===== src/rtl/pipe_arbiter_if.sv =====
// Bundle of request, pipe and response signals between two requesters, the shared
// delay pipe and the pipe_arbiter. The master side drives requests and pipe_out.
interface pipe_arbiter_if #(
  parameter int W = 8
);
  logic [1:0]   req_vld;
  logic [W-1:0] req_data0;
  logic [W-1:0] req_data1;
  logic [1:0]   req_rdy;
  logic         lock;
  logic         flush;
  logic [W-1:0] pipe_in;
  logic         pipe_in_vld;
  logic [W-1:0] pipe_out;
  logic [1:0]   rsp_vld;
  logic [W-1:0] rsp_data;
  logic         busy;
  logic         flush_done;

  modport master (
    output req_vld, req_data0, req_data1, lock, flush, pipe_out,
    input  req_rdy, pipe_in, pipe_in_vld, rsp_vld, rsp_data, busy, flush_done
  );

  modport slave (
    input  req_vld, req_data0, req_data1, lock, flush, pipe_out,
    output req_rdy, pipe_in, pipe_in_vld, rsp_vld, rsp_data, busy, flush_done
  );
endinterface


===== src/rtl/pipe_arbiter.sv =====
// Two-requester round-robin arbiter in front of a fixed-latency external pipe; a
// tag shift register tracks which requester owns each slot so responses are routed back.
module pipe_arbiter #(
  parameter int W     = 8,
  parameter int DELAY = 2
) (
  input  logic           clk,
  input  logic           rst_n,
  pipe_arbiter_if.slave  bus
);

  localparam int CW = $clog2(DELAY + 1);

  typedef enum logic [1:0] {
    ARB    = 2'd0,
    LOCKED = 2'd1,
    DRAIN  = 2'd2
  } state_t;

  state_t           state_q, state_d;
  logic             last_q;
  logic             owner_q, owner_d;
  logic [CW-1:0]    cnt_q, cnt_d;
  logic [DELAY-1:0] tag_vld_q;
  logic [DELAY-1:0] tag_own_q;

  logic [1:0]       gnt;
  logic             accept;
  logic             gnt_idx;
  logic             rsp_fire;

  // Grant depends only on req_vld, state, owner and last winner, never on flush/lock.
  always_comb begin
    gnt = 2'b00;
    case (state_q)
      ARB: begin
        if (bus.req_vld == 2'b11) gnt = last_q ? 2'b01 : 2'b10;
        else                      gnt = bus.req_vld;
      end
      LOCKED: begin
        if (owner_q) gnt = {bus.req_vld[1], 1'b0};
        else         gnt = {1'b0, bus.req_vld[0]};
      end
      default: gnt = 2'b00;
    endcase
  end

  assign accept   = |(bus.req_vld & gnt);
  assign gnt_idx  = gnt[1];
  assign rsp_fire = tag_vld_q[DELAY-1];

  assign bus.req_rdy     = gnt;
  assign bus.pipe_in_vld = accept;
  assign bus.pipe_in     = gnt[0] ? bus.req_data0 :
                           gnt[1] ? bus.req_data1 : '0;

  always_comb begin
    state_d = state_q;
    owner_d = owner_q;
    case (state_q)
      ARB: begin
        if (accept && bus.lock) begin
          state_d = LOCKED;
          owner_d = gnt_idx;
        end
      end
      LOCKED: begin
        if (!bus.lock || !bus.req_vld[owner_q]) state_d = ARB;
      end
      DRAIN: begin
        if (cnt_q == '0) state_d = ARB;
      end
      default: state_d = ARB;
    endcase
    // A still-high flush after the pipe empties re-enters DRAIN immediately.
    if (bus.flush) state_d = DRAIN;
  end

  always_comb begin
    cnt_d = cnt_q;
    if (accept && !rsp_fire && cnt_q != CW'(DELAY)) cnt_d = cnt_q + CW'(1);
    else if (!accept && rsp_fire && cnt_q != '0)    cnt_d = cnt_q - CW'(1);
  end

  always_ff @(posedge clk or negedge rst_n) begin
    if (!rst_n) begin
      state_q   <= ARB;
      last_q    <= 1'b1;
      owner_q   <= 1'b0;
      cnt_q     <= '0;
      tag_vld_q <= '0;
      tag_own_q <= '0;
    end else begin
      state_q   <= state_d;
      owner_q   <= owner_d;
      cnt_q     <= cnt_d;
      tag_vld_q <= {tag_vld_q[DELAY-2:0], accept};
      tag_own_q <= {tag_own_q[DELAY-2:0], gnt_idx};
      if (accept) last_q <= gnt_idx;
    end
  end

  assign bus.rsp_vld    = rsp_fire ? (tag_own_q[DELAY-1] ? 2'b10 : 2'b01) : 2'b00;
  assign bus.rsp_data   = bus.pipe_out;
  assign bus.busy       = (cnt_q != '0);
  assign bus.flush_done = (state_q == DRAIN) && (cnt_q == '0);

endmodule


===== src/flat_wrapper.sv =====
// flat-port wrapper written by rule: the top's interface ports become plain ports
module pipe_arbiter_flat 
#(
  parameter int W     = 8,
  parameter int DELAY = 2
)
  (clk, rst_n, bus_req_vld, bus_req_data0, bus_req_data1, bus_lock, bus_flush, bus_pipe_out, bus_req_rdy, bus_pipe_in, bus_pipe_in_vld, bus_rsp_vld, bus_rsp_data, bus_busy, bus_flush_done);
  pipe_arbiter_if #(.W(W)) bus_i ();
  input  logic clk;
  input  logic rst_n;
  input wire logic [$bits(bus_i.req_vld)-1:0] bus_req_vld;
  input wire logic [$bits(bus_i.req_data0)-1:0] bus_req_data0;
  input wire logic [$bits(bus_i.req_data1)-1:0] bus_req_data1;
  input wire logic [$bits(bus_i.lock)-1:0] bus_lock;
  input wire logic [$bits(bus_i.flush)-1:0] bus_flush;
  input wire logic [$bits(bus_i.pipe_out)-1:0] bus_pipe_out;
  output wire logic [$bits(bus_i.req_rdy)-1:0] bus_req_rdy;
  output wire logic [$bits(bus_i.pipe_in)-1:0] bus_pipe_in;
  output wire logic [$bits(bus_i.pipe_in_vld)-1:0] bus_pipe_in_vld;
  output wire logic [$bits(bus_i.rsp_vld)-1:0] bus_rsp_vld;
  output wire logic [$bits(bus_i.rsp_data)-1:0] bus_rsp_data;
  output wire logic [$bits(bus_i.busy)-1:0] bus_busy;
  output wire logic [$bits(bus_i.flush_done)-1:0] bus_flush_done;
  assign bus_i.req_vld = bus_req_vld;
  assign bus_i.req_data0 = bus_req_data0;
  assign bus_i.req_data1 = bus_req_data1;
  assign bus_i.lock = bus_lock;
  assign bus_i.flush = bus_flush;
  assign bus_i.pipe_out = bus_pipe_out;
  assign bus_req_rdy = bus_i.req_rdy;
  assign bus_pipe_in = bus_i.pipe_in;
  assign bus_pipe_in_vld = bus_i.pipe_in_vld;
  assign bus_rsp_vld = bus_i.rsp_vld;
  assign bus_rsp_data = bus_i.rsp_data;
  assign bus_busy = bus_i.busy;
  assign bus_flush_done = bus_i.flush_done;
  pipe_arbiter #(.W(W), .DELAY(DELAY)) u_core (.clk(clk), .rst_n(rst_n), .bus(bus_i));
endmodule

===== config.mk =====
export PLATFORM = sky130hd
export DESIGN_NAME = pipe_arbiter_flat
export DESIGN_NICKNAME = d
export VERILOG_FILES = /design/src/rtl/pipe_arbiter_if.sv /design/src/rtl/pipe_arbiter.sv /design/src/flat_wrapper.sv
export SDC_FILE = /design/constraint.sdc
export NUM_CORES = 1
export LEC_CHECK = 0
export BUFFER_PORTS_ARGS = -buffer_cell sky130_fd_sc_hd__buf_4
export CORE_MARGIN = 4
export CORE_UTILIZATION = 38
export CTS_CLUSTER_DIAMETER = 100
export DETAILED_ROUTE_END_ITERATION = 16
export PLACE_DENSITY = 0.86
export SYNTH_ARGS = -nofsm -noshare
export SYNTH_HDL_FRONTEND = slang
export SYNTH_SLANG_ARGS = --single-unit

===== constraint.sdc =====
create_clock -name clk -period 1.8 [get_ports clk]
set_clock_uncertainty 0.2 [all_clocks]
set_input_delay 0.18 -clock clk [delete_from_list [all_inputs] [get_ports clk]]
set_output_delay 0.18 -clock clk [all_outputs]
set_load 0.05 [all_outputs]

==> results list, run 1 <==
* Syn Inst Count: between 60 and 70
- In this run the worst path has a maximum fanout of 4.
- Master cell of the clock root buffer: clkbuf_4
- Chain of cells forming the critical path: nand2_2 > nor2_4 > nor4_4 > buf_4 > a22o_4 > buf_8
- Syn Std Cell Area: 658.1 sq um
* Critical path launch point type: register
- Number of buffers on the longest clock path: 2
- After detailed routing, the average wire length per cell comes to 20.36 microns.
- The die is around 50 microns wide.
- The routed design could run at a clock period as short as 2057 ps.
- Count of antenna-violating nets left after detailed routing: 0
- Maximum number of pins on one net before global-route repair: 11
* Finish-stage setup viols: 15
* Worst slew margin relative to its limit: 73.54%
- Worst setup path category: reg2out
- Number of filler instances in the final layout: 72
- Slew @ Worst Pin: 396.9 ps
* Number of H-tree levels: 1
* Total congestion overflow after global routing: 0
- After the last flow step, the layout net total stands at 144.
* Clock tree from TritonCTS: done
- Reg2Reg Launch Point: u_core.state_q[0]
* Layout Utilization: 84.05%
- The congestion estimate from routability-driven global placement came to 0.7771.
- Leakage: between 0.6 and 0.7 nW
- The HPWL after detailed placement is 1.302 mm.
- The number of placed instances, taps included, is 109.
- Peak per-stage delay on the critical path: 590 ps
* Final standard cell count with taps included and fillers excluded: 129
* Failing checks: negative setup slack
- Worst Path Arrival: between 1500 and 2000 ps
* Drt total wl: 2.626 mm
* Core ar.: approximately 1600 sq um
* Clock tree sinks: 10
* Total number of yosys warnings: 0
* Standard-cell row count: 14
- Derived from the worst setup path, the maximum achievable clock frequency is 486.1 MHz.
- Element type at the critical path end: output pin
- Critical path required time: 1420 ps
- The worst-case IR drop observed on VDD is 0.8639 mV.
* Power Dens Cells: ~1300 nW/um^2
* Iteration-0 DRC Markers: 7
* Detailed Routing Iterations Pass 1: 4
* Origin of the worst setup path: u_core.last_q
* Worst Hold Slack: 72.65 ps
* Max-slew violation total from the final report: 0
- The run finished, with violations left.
- Starting Density: 41.75%
* Total non-filler cell area in the finished layout: 1325 sq um
- The area growth from synthesis to layout is 101.3%.
- Number of buffers created by CTS: 3
* Clock slew at the register clock pins of the worst setup and hold paths: 80 ps
- Post-route fraction of the period consumed by the critical path: 114.3%
- Of the synthesized area, sequential elements account for 38.21%.
- On the critical path, the stage with the largest delay is an instance of dfstp_2.
- A synthesized cell averages 10.13 sq um.
- Number of top-level design ports: 53
- The count of buffers added on input and output ports is 36.
- Detailed-route vias per instance: 5.744
- The number of hold-slack violations in the final timing report is 0.
- Class of the tightest hold or removal check: in2async
- Max capacitance violation total: 0
* Synthesized flop and latch total: 10
- The netlist uses 28 different library cells.
- Setup repair after global routing could not meet its margin everywhere.
- The multi-input combinational cells in the finished layout cover a total of 466.7 sq um.
- Combined global-route utilization of all metal layers: 20.75%
- Total placed instance area: 904.6 sq um
* Number of DRC violations after detailed routing: 0
* Global-route wire length before repair: 3.760 mm
- Area of the die: 2462 sq um
* Diode insertion count for antenna repair: 0
* Proportion of layout cells with a drive suffix above 1: 72.57%
- Storage element area: 254.0 sq um
* Via Count: approximately 740
- Final worst slack: -257.1 ps
* Number of nets produced by synthesis: 95
- Worst-Skew Late Latency: 280 ps
- Number of antenna violations at the first check in global routing: 0
- Height of the die: 49.62 microns
* Via count of the first global-routing pass: 758
synthesized netlist by cell type (all sizes together):
library cell / n / area [sq um]
dfrtp: 9 / 225.2
a221o: 1 / 10.01
a211oi: 2 / 32.53
inv: 2 / 7.510
nand3: 2 / 10.01
dfstp: 1 / 26.28
mux2: 1 / 11.26
o21ai: 1 / 5.000
o21bai: 1 / 7.510
xnor2: 1 / 8.760
nor3: 1 / 5.000
nor2: 7 / 26.28
nor2b: 2 / 12.51
a21bo: 1 / 16.27
mux2i: 1 / 10.01
and2: 1 / 6.260
a41oi: 1 / 8.760
nand2b: 2 / 12.51
a2111oi: 1 / 15.01
buf: 10 / 82.58
clkbuf: 1 / 3.750
a22o: 8 / 70.07
nor4: 1 / 6.260
nor3b: 1 / 12.51
nand3b: 1 / 7.510
nand2: 5 / 18.77
path summary, 6_finish.rpt:
| path | end | slack (ps) | depth (start not counted) |
|---|---|---|---|
| worst max-delay path | bus_pipe_in[4] | -260 | 6 |
| worst min-delay path | u_core.tag_vld_q[0] | 70 | 2 |
| worst max register to register | u_core.owner_q | -200 | 6 |
| worst min register to register | u_core.tag_own_q[1] | 150 | 0 |
| max in group asynchronous | u_core.last_q | 1100 | 2 |
| min in group clk | u_core.tag_own_q[1] | 150 | 0 |
layout by cell type, fill, tap and decap left out, types with 2 or more instances in the layout:
cell and instances:
buf_4 30, buf_6 12, buf_8 10, a22o_4 8
dfrtp_1 7, nand2_1 4, nor2_1 3, clkbuf_4 3
dlygate4sd3_1 3, nor2_4 2, a211oi_4 2, inv_1 2
nor2_2 2, nand2b_1 2, dfrtp_2 2
sequential cells by signal, summed over array words and instances (netlist names):
name              flops
u_core.cnt_q          2
u_core.state_q        2
u_core.owner_q        1
u_core.tag_vld_q      2
u_core.last_q         1
u_core.tag_own_q      2
report_power, final:
part	internal (mW)	leakage, nW	total [mW]	switching, mW
Clock	0.123	0.0210	0.216	0.0929
Combinational	0.485	0.482	1.07	0.590
Sequential	0.301	0.125	0.408	0.107
area by class of cell:
class / count / area share (%)
timing repair buffer: 55 / 40.79
multi-input combinational: 42 / 35.22
sequential: 10 / 19.17
clock buffer: 4 / 2.738
tap: 16 / 1.511
inverter: 2 / 0.5666
critical path: cells and delay by family, from the launching register on:
family | cells | cell delay [ps]
buffers and inverters | 2 | 320
DFF | 1 | 590
AOI/OAI and AO/OA | 1 | 230
and+or+nand+nor | 3 | 260
metal layers:
layer / GRT usage (%) / vias to the layer above / routed length, microns / share of wire [%]
li1: - / 320 / - / -
met1: 21.46 / 358 / 926 / 35
met2: 36.12 / 57 / 1338 / 51
met3: 9.639 / 6 / 326 / 12
met4: 7.834 / 0 / 34 / 1.3
met5: 0 / - / 0 / 0
through the flow:
| stage | total power, mW | TNS (ps) | worst slack (ps) |
|---|---|---|---|
| after global placement | 1.103 | 0 | 20.41 |
| after global routing | 1.760 | -3636 | -285.1 |
| after floorplan | 0.9638 | -2820 | -292.3 |
| after detailed placement | 1.125 | -161.0 | -26.28 |
| after CTS | 1.600 | -2014 | -219.9 |
| final | 1.699 | -3117 | -257.1 |
cells by family after synthesis:
| group | share of synthesized area (%) |
|---|---|
| DFF | 38.21 |
| AOI/OAI and AO/OA | 25.10 |
| buffers and inverters | 14.26 |
| muxes | 3.232 |
| xor gates and xnor gates | 1.331 |
| and+or+nand+nor | 17.87 |
what timing repair did:
| action | 4_1_cts | 5_1_grt |
|---|---|---|
| setup buffers | 8 | 4 |
| gates resized for setup | 49 | 10 |
| endpoints found under the hold margin | 12 | 0 |
| setup endpoints to repair | 13 | 15 |
| cloned | 2 | 0 |
| hold buffers | 3 | 0 |
| pin swaps | 14 | 4 |
Power figures use the tool's default switching activity.
==> inputs of run 2 (changes only) <==
--- a/config.mk
+++ b/config.mk
@@ -6,11 +6,14 @@
 export NUM_CORES = 1
 export LEC_CHECK = 0
 export BUFFER_PORTS_ARGS = -buffer_cell sky130_fd_sc_hd__buf_4
+export CORE_ASPECT_RATIO = 1.2
 export CORE_MARGIN = 4
-export CORE_UTILIZATION = 38
+export CORE_UTILIZATION = 39
+export CTS_BUF_LIST = sky130_fd_sc_hd__clkbuf_4
 export CTS_CLUSTER_DIAMETER = 100
 export DETAILED_ROUTE_END_ITERATION = 16
-export PLACE_DENSITY = 0.86
+export PLACE_DENSITY = 0.88
+export SLEW_MARGIN = 20
 export SYNTH_ARGS = -nofsm -noshare
 export SYNTH_HDL_FRONTEND = slang
 export SYNTH_SLANG_ARGS = --single-unit
==> run 2 against run 1 <==
Sequential power fell by 4%; the run still ends with negative setup slack left; critical endpoint is now bus_pipe_in[2]; register-to-register slack improved by 160 ps; critical path depth fell by 1.
==> results list, run 2 (synthesis results as in run 1) <==
- Setup violations remaining at the end of the flow were counted as 13.
* Leakage: 0.5762 nW
- Worst setup path category: reg2out
- CTS built an H-tree with a depth of 1.
- After floorplanning, the core was divided into 16 placement rows.
* Height of the die: between 50 and 60 microns
- Estimated wirelength of the detail-placed design: 1.327 mm
- Layer with the highest usage: met2
* Max Clock Freq: about 480 MHz
- For the final routed database, the setup TNS stands at -2520 ps.
* Maximum number of pins on one net before global-route repair: 11
- Total congestion overflow after global routing: 0
* Met3 track utilization from global routing: 11.56%
- In this run the tool buffered the top-level ports with 36 buffer cells.
- Dividing total power by cell area gives a power density of 1259 nW/um^2.
- Weighted congestion at the end of routability-driven global placement: 0.8085
- Clock-pin slew was measured on the worst setup and hold paths at 70 ps.
* Drt total wl: 2.168 mm
* Layout Utilization: between 70 and 80%
- Max VDD drop: 0.7699 mV
* Max capacitance violation total: 0
- Slew @ Worst Pin: 375.0 ps
- Most common cell after layout, fill and taps aside: buf_4
* Global-route met1 utilization: a little under a fifth
- Number of nets in the final layout: ~140
- Hold Fails Final Rpt: 0
* Max-slew violation total from the final report: 0
- In this run the deepest clock path goes through 2 buffers.
- Failing checks: negative setup slack
- Final worst slack: -271.9 ps
* Starting Density: 40.59%
* Element type at the critical path end: output pin
- Detailed-route vias per instance: approximately 5.5
* Reg2Reg Launch Point: u_core.owner_q
- Setup repair after global routing missed its margin: true
- After detailed routing, the number of remaining DRC violations is 0.
- The completed layout was analyzed and its total power is 1.538 mW.
* Clock tree sinks: 10
- Buffers inserted during clock tree synthesis total 3.
- Worst-Skew Late Latency: ~270 ps
- Proportion of layout cells with a drive suffix above 1: 67.59%
- Internal reg-to-reg setup slack: -40 ps
- Master cell of the clock root buffer: clkbuf_4
- Iteration-0 DRC Markers: 7
- Diode insertion count for antenna repair: 0
- Global-route wire length before repair: around 3.5 mm
- Top fanout value on the critical path: 6
- Detailed Routing Iterations Pass 1: 4
* Clock tree from TritonCTS: done
- Global Route met2 Usage: 35.58%
* Area growth from synthesis to layout: 85.55%
- Destination of the worst register-to-register timing path: u_core.cnt_q[0]
* Horizontal die dimension: 45.50 microns
- Leaving out fill and tap cells, the most frequent cells in the layout are 35 x buf_4, 9 x buf_8, 8 x a22o_4, 8 x dfrtp_1.
- The initial antenna violation count is 0.
* Worst Path Arrival: approximately 1700 ps
- Post-detailed-route wirelength per cell: 17.21 microns
- Across all layers, the routed design uses 697 vias.
- Combined global-route utilization of all metal layers: a little over a fifth
- Post-route fraction of the period consumed by the critical path: 115.1%
- Status: finished with violations
- Count of antenna-violating nets left after detailed routing: 0
- Area of the die: roughly 2400 sq um
* Clock period minus final worst setup slack: a little over 2000 ps
* Critical path required time: 1420 ps
- The number of global-route vias before repair is 771.
- Class of the tightest hold or removal check: in2async
- Worst slew margin relative to its limit: 74.89%
* Number of top-level design ports: 53
- Worst r2r path cells: 5
* Core ar.: 1622 sq um
- STA classifies the critical path startpoint as a register.
## run 2: power by group
group | leakage (nW) | internal [mW] | switching (mW)
clock | 0.0154 | 0.0804 | 0.0838
combinational | 0.435 | 0.428 | 0.555
sequential | 0.126 | 0.302 | 0.0891
total | 0.576 | 0.810 | 0.728
## run 2: area by class of cell
type,instances,area (sq um)
clock buffers,3,22.52
clock inverters,1,3.754
fillers,101,400.4
multi-input cells,42,450.4
well taps,18,22.52
inverters,2,7.507
flip-flops and latches,10,252.7
repair buffers,50,461.7
## run 2: what timing repair did
item / 4_1_cts / 5_1_grt
setup buffers: 4 / 1
setup endpoints to repair: 11 / 14
hold buffers: 3 / 0
pin swaps: 5 / 1
gates resized for setup: 40 / 1
endpoints found under the hold margin: 12 / 0
## run 2: worst max path at each step
stage,start,to,cells after the start
2_1_floorplan,u_core.state_q[0],bus_pipe_in[0],3
3_3_place_gp,u_core.state_q[0],bus_pipe_in[1],5
3_5_place_dp,u_core.state_q[0],bus_pipe_in[1],5
4_1_cts,u_core.state_q[0],bus_pipe_in[5],5
5_1_grt,u_core.state_q[0],bus_pipe_in[2],5
6_report,u_core.state_q[0],bus_pipe_in[2],5
## run 2: worst max-delay path, stage by stage (launching register included)
cell and delay (ps):
dfrtp_1 430, nor2b_4 160, nor4_4 340, buf_4 220, a22o_4 130, buf_8 140
## run 2: through the flow
step / setup WS [ps] / hold WS (ps) / cell area (sq um) / instances
after CTS: -211.5 / 71.82 / 1201 / 125
after global routing: -333.2 / 86.10 / 1221 / 126
after detailed placement: -30.33 / -186.0 / 929.6 / 114
after floorplan: -292.3 / -315.6 / 679.4 / 65
final: -271.9 / 81.23 / 1221 / 126
after global placement: -16.51 / -188.0 / 929.6 / 114
## run 2: metal layers
layer  wire length [microns]  vias up
met5                       0        -
met4                      95        0
met3                     312       12
met2                    1086       44
met1                     674      333
li1                        -      308
==> inputs of run 3 (changes only) <==
--- a/config.mk
+++ b/config.mk
@@ -12,7 +12,8 @@
 export CTS_BUF_LIST = sky130_fd_sc_hd__clkbuf_4
 export CTS_CLUSTER_DIAMETER = 100
 export DETAILED_ROUTE_END_ITERATION = 16
-export PLACE_DENSITY = 0.88
+export PLACE_DENSITY = 0.8
+export SKIP_CTS_REPAIR_TIMING = 1
 export SLEW_MARGIN = 20
 export SYNTH_ARGS = -nofsm -noshare
 export SYNTH_HDL_FRONTEND = slang
==> run 3 against run 2 <==
The run still ends with negative setup slack left; register-to-register slack worse by 60 ps; setup slack better by 25 ps; sequential power up 4%; combinational power down 2.7%; flip-flop and latch count unchanged.
==> results list, run 3 (synthesis results as in run 1) <==
- Number of nets in the final layout: 140
- The worst setup path is captured at an output pin.
- STA puts the critical path data required time at 1420 ps.
- Height of the die: ~53 microns
- In the final layout, the share of cells above drive strength 1 is 66.97%.
* Power share of the clock group: 10.9%
- 0 antenna diodes ended up in the layout.
* Cell internal power dissipation: 801.4 uW
- Critical path launch point type: register
- In this run the clock root is driven by a clkbuf_4.
- Chain of cells forming the critical path: nor4_4 > buf_4 > a22o_2 > buf_6
- Area growth from synthesis to layout: 84.41%
- Timing would allow up to 488.4 MHz.
* Buf+Inv Stages, Crit Path: 2
- Number of filler instances in the final layout: 104
- The worst path uses 113.7% of the clock period.
- The flow ran to the end, but the final reports show violations.
* Detailed-route vias per instance: 5.472
* Drt total wl: around 2.2 mm
* Sw Ratio: 47.51%
- Number of buffers on the longest clock path: 2
- Final standard cell count with taps included and fillers excluded: approximately 130
* Peak per-stage delay on the critical path: 520 ps
- In this run the tightest slew margin relative to its limit is 73.15%.
- Estimated wirelength of the detail-placed design: 1.355 mm
- Clock tree from TritonCTS: done
- In this run the register-to-register setup slack is -100 ps.
* Total non-filler cell area in the finished layout: about 1200 sq um
- Number of DRC violations after detailed routing: 0
- In this run, the number of DRC markers left after iteration 0 of detailed routing was 7.
* Finish-stage setup viols: 13
* Top library cells by usage in the layout, fill and taps aside: 34 x buf_4, 8 x buf_8, 7 x a22o_4, 7 x dfrtp_1, 6 x buf_6
- At the pin with the least slew margin, the transition time is 401.0 ps.
- Worst setup path category: reg2out
* Area of the die: 2412 sq um
* Max capacitance violation total: 0
* Number of H-tree levels: 1
* Number of top-level design ports: 53
- Cell family contributing the most delay on the critical path: flip-flops
- Clock tree synthesis inserted a total of 3 buffers.
- The congestion estimate from routability-driven global placement came to 0.7701.
- For this design the static power due to leakage is 0.5743 nW.
- In this run, flip-flops and latches consume 26.5% of the power.
* Clock period minus final worst setup slack: 2047 ps
- Class of the tightest hold or removal check: in2async
* Via count of the first global-routing pass: approximately 710
- Count of antenna-violating nets left after detailed routing: 0
- Detailed Routing Iterations Pass 1: 4
- Max VDD drop: 0.8441 mV
- Post-route setup TNS: -2379 ps
* Total placed instance area: approximately 900 sq um
- Starting Density: 40.59%
- Portion of total power attributed to combinational logic: 62.6%
- The number of cells on the worst reg-to-reg path is 5.
- Clock tree sinks: 10
* Power Dens Cells: between 1000 and 1500 nW/um^2
- In this run, placement finished with an instance count of approximately 110.
* Global-route wire length before repair: between 2 and 3 mm
- Input and output buffers added on the ports amount to 36.
- After floorplanning, the core was divided into 16 placement rows.
- The critical path starts at u_core.state_q[1].
* Destination of the worst register-to-register timing path: u_core.cnt_q[0]
* Top fanout value on the critical path: 6
* Combined global-route utilization of all metal layers: between 15 and 20%
- Failing checks: negative setup slack
- Worst-Skew Late Latency: 270 ps
- The number of pins with negative max-slew slack in the final report came to 0.
- The analysis attributes to net switching a power of 725.4 uW.
* Final worst slack: -247.3 ps
- In this run the standard cell core region covers 1622 sq um.
- Measured along the x axis, the die boundary spans between 40 and 50 microns.
- Entering global routing, the biggest net connects 13 pins.
- Most common cell after layout, fill and taps aside: buf_4
- After global routing the overflow that remains totals 0.
- Across all layers, the routed design uses 695 vias.
* Reg2Reg Launch Point: u_core.state_q[0]
- Among all stages on the critical path, the largest delay is contributed by dfrtp_1.
* Setup repair after global routing missed its margin: true
* Post-detailed-route wirelength per cell: 17.65 microns
* Number of antenna violations at the first check in global routing: 0
* Clock slew at the register clock pins of the worst setup and hold paths: 70 ps
- Hold Fails Final Rpt: 0
* Worst Path Arrival: 1670 ps
## run 3: metrics by stage
step / total power, mW / hold WS, ps / util [%] / worst slack (ps)
finish: 1.527 / 62.76 / 74.85 / -247.3
floorplan: 0.9638 / -315.6 / - / -292.3
detailed placement: 1.126 / -181.8 / 55.94 / -27.39
global placement: 1.103 / -188.0 / 55.94 / 25.42
CTS: 1.292 / -475.7 / 57.56 / -341.1
global route: 1.600 / 75.08 / 74.85 / -282.8
## run 3: power groups by stage
| stage | Sequential, mW | Clock, mW | Combinational [mW] |
|---|---|---|---|
| 3_3_place_gp | 0.375 | 0 | 0.728 |
| 2_1_floorplan | 0.347 | 0 | 0.617 |
| 3_5_place_dp | 0.386 | 0 | 0.740 |
| 4_1_cts | 0.382 | 0.166 | 0.743 |
| 6_report | 0.405 | 0.166 | 0.956 |
| 5_1_grt | 0.416 | 0.175 | 1.01 |
## run 3: worst max-delay path by stage
stage / depth (start not counted) / to
6_report: 4 / bus_pipe_in[5]
3_5_place_dp: 4 / bus_pipe_in[6]
5_1_grt: 6 / bus_pipe_in[7]
2_1_floorplan: 3 / bus_pipe_in[0]
3_3_place_gp: 4 / bus_pipe_in[1]
4_1_cts: 5 / bus_pipe_in[3]
## run 3: layer usage
| layer | global-route usage (%) | vias up | share of wire [%] |
|---|---|---|---|
| li1 | - | 314 | - |
| met1 | 16.60 | 328 | 35 |
| met2 | 26.98 | 44 | 51 |
| met3 | 5.782 | 9 | 10 |
| met4 | 11.71 | 0 | 3.1 |
| met5 | 0 | - | 0 |
## run 3: final cells by class
cell class,count,area [sq um],area share [%]
inverter,2,7.507,0.6186
timing repair buffer,51,473.0,38.97
clock inverter,1,3.754,0.3093
multi-input combinational,42,430.4,35.46
clock buffer,3,22.52,1.856
sequential,10,254.0,20.93
tap,18,22.52,1.856
